===== src/rtl/fifo_adapter_pkg.sv =====
// Shared constants and helper functions for the FIFO read-side stream adapter.
package fifo_adapter_pkg;

    localparam int DATA_WIDTH_DEF = 36;

    // Bits needed to index n items, never less than one.
    function automatic int clog2_min1(input int n);
        int w;
        w = 1;
        while ((1 << w) < n) begin
            w++;
        end
        return w;
    endfunction

    function automatic int popcount(input logic [7:0] v);
        int c;
        c = 0;
        for (int i = 0; i < 8; i++) begin
            c += int'(v[i]);
        end
        return c;
    endfunction

endpackage


===== src/rtl/fifo_skid_buf.sv =====
// Circular skid buffer with separate head/tail pointers and an occupancy count.
module fifo_skid_buf
    import fifo_adapter_pkg::*;
#(
    parameter int DATA_WIDTH = DATA_WIDTH_DEF,
    parameter int DEPTH      = 2
) (
    input  logic                              clk,
    input  logic                              rst_n,
    input  logic                              clear,
    input  logic                              push,
    input  logic [DATA_WIDTH-1:0]             push_data,
    input  logic                              pop,
    output logic [clog2_min1(DEPTH + 1)-1:0]  count,
    output logic [DATA_WIDTH-1:0]             head_data
);

    localparam int PTR_W = clog2_min1(DEPTH);
    localparam int CNT_W = clog2_min1(DEPTH + 1);

    logic [PTR_W-1:0]      head_q, head_d;
    logic [PTR_W-1:0]      tail_q, tail_d;
    logic [CNT_W-1:0]      count_q, count_d;
    logic [DATA_WIDTH-1:0] mem_q [DEPTH];
    logic [DATA_WIDTH-1:0] mem_d [DEPTH];

    // DEPTH need not be a power of two, so wrap explicitly.
    function automatic logic [PTR_W-1:0] ptr_inc(input logic [PTR_W-1:0] p);
        return (p == PTR_W'(DEPTH - 1)) ? '0 : p + PTR_W'(1);
    endfunction

    always_comb begin
        head_d  = head_q;
        tail_d  = tail_q;
        count_d = count_q;
        mem_d   = mem_q;
        if (clear) begin
            head_d  = '0;
            tail_d  = '0;
            count_d = '0;
        end else begin
            if (push) begin
                mem_d[tail_q] = push_data;
                tail_d        = ptr_inc(tail_q);
            end
            if (pop) begin
                head_d = ptr_inc(head_q);
            end
            case ({push, pop})
                2'b10:   count_d = count_q + CNT_W'(1);
                2'b01:   count_d = count_q - CNT_W'(1);
                default: count_d = count_q;
            endcase
        end
    end

    always_ff @(posedge clk or negedge rst_n) begin
        if (!rst_n) begin
            head_q  <= '0;
            tail_q  <= '0;
            count_q <= '0;
            for (int i = 0; i < DEPTH; i++) begin
                mem_q[i] <= '0;
            end
        end else begin
            head_q  <= head_d;
            tail_q  <= tail_d;
            count_q <= count_d;
            mem_q   <= mem_d;
        end
    end

    assign count     = count_q;
    assign head_data = mem_q[head_q];

    // The upstream credit check must make an overflowing push unreachable.
    assert property (@(posedge clk) disable iff (!rst_n)
        !(push && !pop && !clear && (count_q == CNT_W'(DEPTH))));

endmodule


===== src/rtl/fifo_rd_stream_adapter.sv =====
// Drives the FIFO read enable, absorbs the fixed read latency and presents a
// valid/ready stream from a credit-controlled skid buffer.
module fifo_rd_stream_adapter
    import fifo_adapter_pkg::*;
#(
    parameter int DATA_WIDTH = DATA_WIDTH_DEF,
    parameter int RD_LATENCY = 1,
    parameter int BUF_DEPTH  = 2,
    parameter int CNT_WIDTH  = 32
) (
    input  logic                  clock0,
    input  logic                  rst_n,
    input  logic                  fifo_empty,
    input  logic                  fifo_underrun,
    input  logic [DATA_WIDTH-1:0] fifo_dout,
    output logic                  fifo_re,
    input  logic                  flush,
    output logic                  m_valid,
    input  logic                  m_ready,
    output logic [DATA_WIDTH-1:0] m_data,
    output logic [CNT_WIDTH-1:0]  word_count,
    output logic                  underrun_err
);

    localparam int BCNT_W = clog2_min1(BUF_DEPTH + 1);
    localparam int OCC_W  = clog2_min1(BUF_DEPTH + RD_LATENCY + 1);

    if (RD_LATENCY < 1 || RD_LATENCY > 2) begin : g_bad_latency
        $error("fifo_rd_stream_adapter: RD_LATENCY must be 1 or 2");
    end
    if (BUF_DEPTH < RD_LATENCY + 1) begin : g_bad_depth
        $error("fifo_rd_stream_adapter: BUF_DEPTH must be at least RD_LATENCY+1");
    end

    logic [RD_LATENCY-1:0] pipe_q, pipe_d;
    logic [CNT_WIDTH-1:0]  word_count_q, word_count_d;
    logic                  underrun_err_q, underrun_err_d;
    logic [BCNT_W-1:0]     buf_cnt;
    logic [DATA_WIDTH-1:0] buf_head;
    logic [OCC_W-1:0]      occupancy;
    logic                  pop;
    logic                  capture;

    always_comb begin
        pop       = (buf_cnt != '0) && m_ready;
        occupancy = OCC_W'(buf_cnt) + OCC_W'(popcount(8'(pipe_q))) - OCC_W'(pop);
        // rst_n gates the read enable so the FIFO sees no read while held in reset.
        fifo_re   = rst_n && !fifo_empty && !flush && (occupancy < OCC_W'(BUF_DEPTH));

        pipe_d = '0;
        if (!flush) begin
            pipe_d[0] = fifo_re;
            for (int i = 1; i < RD_LATENCY; i++) begin
                pipe_d[i] = pipe_q[i-1];
            end
        end

        capture = pipe_q[RD_LATENCY-1] && !flush;

        word_count_d = word_count_q;
        if (pop && !flush) begin
            word_count_d = word_count_q + CNT_WIDTH'(1);
        end

        underrun_err_d = underrun_err_q | fifo_underrun;
    end

    always_ff @(posedge clock0 or negedge rst_n) begin
        if (!rst_n) begin
            pipe_q         <= '0;
            word_count_q   <= '0;
            underrun_err_q <= 1'b0;
        end else begin
            pipe_q         <= pipe_d;
            word_count_q   <= word_count_d;
            underrun_err_q <= underrun_err_d;
        end
    end

    fifo_skid_buf #(
        .DATA_WIDTH (DATA_WIDTH),
        .DEPTH      (BUF_DEPTH)
    ) u_skid_buf (
        .clk       (clock0),
        .rst_n     (rst_n),
        .clear     (flush),
        .push      (capture),
        .push_data (fifo_dout),
        .pop       (pop && !flush),
        .count     (buf_cnt),
        .head_data (buf_head)
    );

    assign m_valid      = (buf_cnt != '0);
    assign m_data       = buf_head;
    assign word_count   = word_count_q;
    assign underrun_err = underrun_err_q;

endmodule


===== config.mk =====
export PLATFORM = sky130hd
export DESIGN_NAME = fifo_rd_stream_adapter
export DESIGN_NICKNAME = d
export VERILOG_FILES = /design/src/rtl/fifo_adapter_pkg.sv /design/src/rtl/fifo_skid_buf.sv /design/src/rtl/fifo_rd_stream_adapter.sv
export SDC_FILE = /design/constraint.sdc
export NUM_CORES = 1
export LEC_CHECK = 0
export ABC_AREA = 0
export CORE_MARGIN = 8
export CORE_UTILIZATION = 25
export CTS_CLUSTER_SIZE = 10
export DETAILED_ROUTE_END_ITERATION = 8
export HOLD_SLACK_MARGIN = 0.08
export PLACE_DENSITY = 0.44
export SLEW_MARGIN = 15
export SYNTH_ARGS = -nofsm -noshare
export SYNTH_HDL_FRONTEND = slang
export SYNTH_SLANG_ARGS = --single-unit
export TNS_END_PERCENT = 50

===== constraint.sdc =====
create_clock -name clock0 -period 1.65 [get_ports clock0]
set_input_delay 0.165 -clock clock0 [delete_from_list [all_inputs] [get_ports clock0]]
set_output_delay 0.165 -clock clock0 [all_outputs]
set_load 0.03 [all_outputs]

==> flow_metrics.env <==
export IMPL_status="finished with violations"
export IMPL_violations="setup timing"
export IMPL_stdcell_count=768
export IMPL_fin_crit_ns=1.73
export IMPL_antenna_found_initial=0
export IMPL_yosysWarningCount=0
export IMPL_post_dp_cell_area_um2=6550
export IMPL_ios=113
export IMPL_pre_cts_ws_ns=-0.168
export IMPL_fill_cells=1918
export IMPL_die_w_um=156
export IMPL_nets=541
export IMPL_n_antenna_cell=0
export IMPL_ys_ff_latch=110
export IMPL_leakagePower_nw=3.24
export IMPL_grt_pass1_vias=3683
export IMPL_syn_num_nets=397
export IMPL_dieArea_um2=24400
export IMPL_ctsHtreeMaxLevel=3
export IMPL_dp_hpwl_um=8520
export IMPL_place_congestion=0.749
export IMPL_initial_core_util_pct=25.4
export IMPL_layout_setup_ws_ns=-0.0839
export IMPL_endpoint_kind="output port"
export IMPL_slew_viol_final=0
export IMPL_overflow=0
export IMPL_placeableCoreArea_um2=19300
export IMPL_ir_worst_vdd_uv=448
export IMPL_wirelength_um=12400
export IMPL_crit_type="reg2out"
export IMPL_worstMarginPinSlew_ns=0.650
export IMPL_seq_area_frac_synth_pct=56.1
export IMPL_hold_ws_ns=0.292
export IMPL_port_buffers=112
export IMPL_syn_avg_cell_area_um2=13.9
export IMPL_cts_tree="yes"
export IMPL_cts_sinks=110
export IMPL_clk_insertion_delay_late_ns=0.35
export IMPL_drive_gt1_share_pct=43.9
export IMPL_rsz0062_at_grt="yes"
export IMPL_grt_usage_pct=10.6
export IMPL_power_density_nw_per_um2=1070
export IMPL_synth_cells=354
export IMPL_drc_errors=0
export IMPL_finalHoldViolCount=0
export IMPL_netlist_area_um2=4910
export IMPL_hold_class="in2async"
export IMPL_drt_iter0_markers=65
export IMPL_relSlewSlack_pct=56.7
export IMPL_period_share_pct=105
export IMPL_clockBufferDepth=2
export IMPL_post_route_cell_area_um2=6940
export IMPL_vias=3294
export IMPL_cts_made_buffers=9
export IMPL_grt_pass1_wl_um=20400
export IMPL_die_height_um=156
export IMPL_cts_root_buf="clkbuf_16"
export IMPL_area_delta_synth_final_pct=41.4
export IMPL_worstPathRequired_ns=1.48
export IMPL_synth_edff_count=0
export IMPL_crit_path_start_kind="register"
export IMPL_drv_cap=0
export IMPL_crit_arrival_ns=1.57
export IMPL_vias_per_cell=4.29
export IMPL_cts_clk_slew_worst_paths_ns=0.08
export IMPL_dp_cells=742
export IMPL_max_freq_mhz=577
export IMPL_fin_skew_ns=0.00637
export IMPL_wire_per_inst_um=16.2
export IMPL_worstPathMaxFanout=5
export IMPL_tns_ns=-1.03
export IMPL_row_count=51
export IMPL_ys_types=32
export IMPL_ant_nets=0
export IMPL_grt_max_degree=52
export IMPL_setup_viol=18
export IMPL_synthArstFlopShare_pct=100
export IMPL_synth_ff_type="dfrtp_1"
export IMPL_drt_pass1_iter_count=4
export IMPL_r2r_slack_ns=0.07
critical path: stages, from the launching register on:
cell       delay (ns)
dfrtp_2          0.43
buf_4            0.15
clkbuf_16        0.14
mux2_2           0.33
buf_4            0.17
through the flow:
| step | utilization (%) | total power [mW] |
|---|---|---|
| after global placement | 33.9 | 5.31 |
| after detailed placement | 33.9 | 5.35 |
| final | 35.9 | 7.45 |
| after global routing | 35.9 | 7.86 |
| after floorplan | - | 4.48 |
| after CTS | 35.3 | 7.55 |
worst paths after layout:
| path | startpoint | end | cells after the start |
|---|---|---|---|
| hold reg to reg | underrun_err$_DFF_PN0_ | underrun_err$_DFF_PN0_ | 1 |
| setup / recovery | u_skid_buf.head_q$_DFFE_PN0P_ | m_data[30] | 4 |
| min in group clock0 | fifo_underrun | underrun_err$_DFF_PN0_ | 2 |
| max in group asynchronous | rst_n | u_skid_buf.mem_q[55]$_DFFE_PN0P_ | 3 |
| setup reg to reg | u_skid_buf.count[0]$_DFFE_PN0P_ | word_count[5]$_DFFE_PN0N_ | 6 |
| hold / removal | rst_n | u_skid_buf.tail_q$_DFFE_PN0P_ | 2 |
flip-flops by register name, indices dropped and copies added, names as in the netlist:
name	flops
word_count	32
underrun_err	1
u_skid_buf.mem_q	72
u_skid_buf.head_q	1
pipe_q	1
u_skid_buf.count	2
u_skid_buf.tail_q	1
cells in the final DEF (no fill, tap or decap), drive strengths merged, types with 2 or more instances in the layout:
master / n
nand2: 8
inv: 8
or2: 2
nand4: 14
nand3b: 3
xnor2: 28
nor4: 4
dfrtp: 110
xor2: 6
nor3: 8
buf: 73
and3: 5
mux2: 109
o21ai: 3
nor4b: 2
clkbuf: 12
nand3: 13
nor2: 8
dlymetal6s2s: 6
dlygate4sd2: 21
clkdlybuf4s50: 46
nand4b: 2
clkinv: 3
area by class of cell:
type	count	area, µm²	area share, %
inverters	7	26.3	0.379
repair buffers	149	1430	20.6
clock inverters	6	61.3	0.884
multi-input cells	221	2100	30.3
well taps	265	332	4.78
flip-flops and latches	110	2760	39.8
clock buffers	10	229	3.30
synth_stat cells (3+ instances only):
master | n | area, µm²
nand4_1 | 13 | 81.3
nand3_1 | 13 | 65.1
xnor2_1 | 28 | 245
buf_2 | 13 | 65.1
dfrtp_1 | 110 | 2750
nor3_1 | 7 | 35.0
nand2_1 | 8 | 30.0
nor2_1 | 8 | 30.0
xor2_1 | 6 | 52.6
and3_1 | 4 | 25.0
nand3b_1 | 3 | 22.5
inv_1 | 7 | 26.3
nor4_4 | 3 | 63.8
mux2_2 | 109 | 1230
cell families after synthesis:
family          after synthesis  synth area share [%]
compound gates                5                 0.638
xor+xnor                     34                  6.07
fa+ha+maj                     1                 0.255
buf+inv                      23                  2.24
flops                       110                  56.1
mux                         109                  25.0
simple gates                 72                  9.67
repair_timing:
item | CTS | global route
resized for setup | 204 | 30
cloned | 0 | 1
endpoints found under the setup margin | 58 | 46
hold buffers | 1 | 0
endpoints found under the hold margin | 16 | 0
setup buffers | 3 | 5
per-layer routing:
metal	global-route usage (%)	part of all wire, %
met4	2.87	0.79
met1	13.9	47
met2	15.8	44
met5	0	0
met3	4.27	8.5
power by group:
group,internal [mW],switching [mW]
combinational,0.971,1.01
clock,1.18,1.01
sequential,3.08,0.205
No activity file was read; power rests on OpenSTA's default activity.
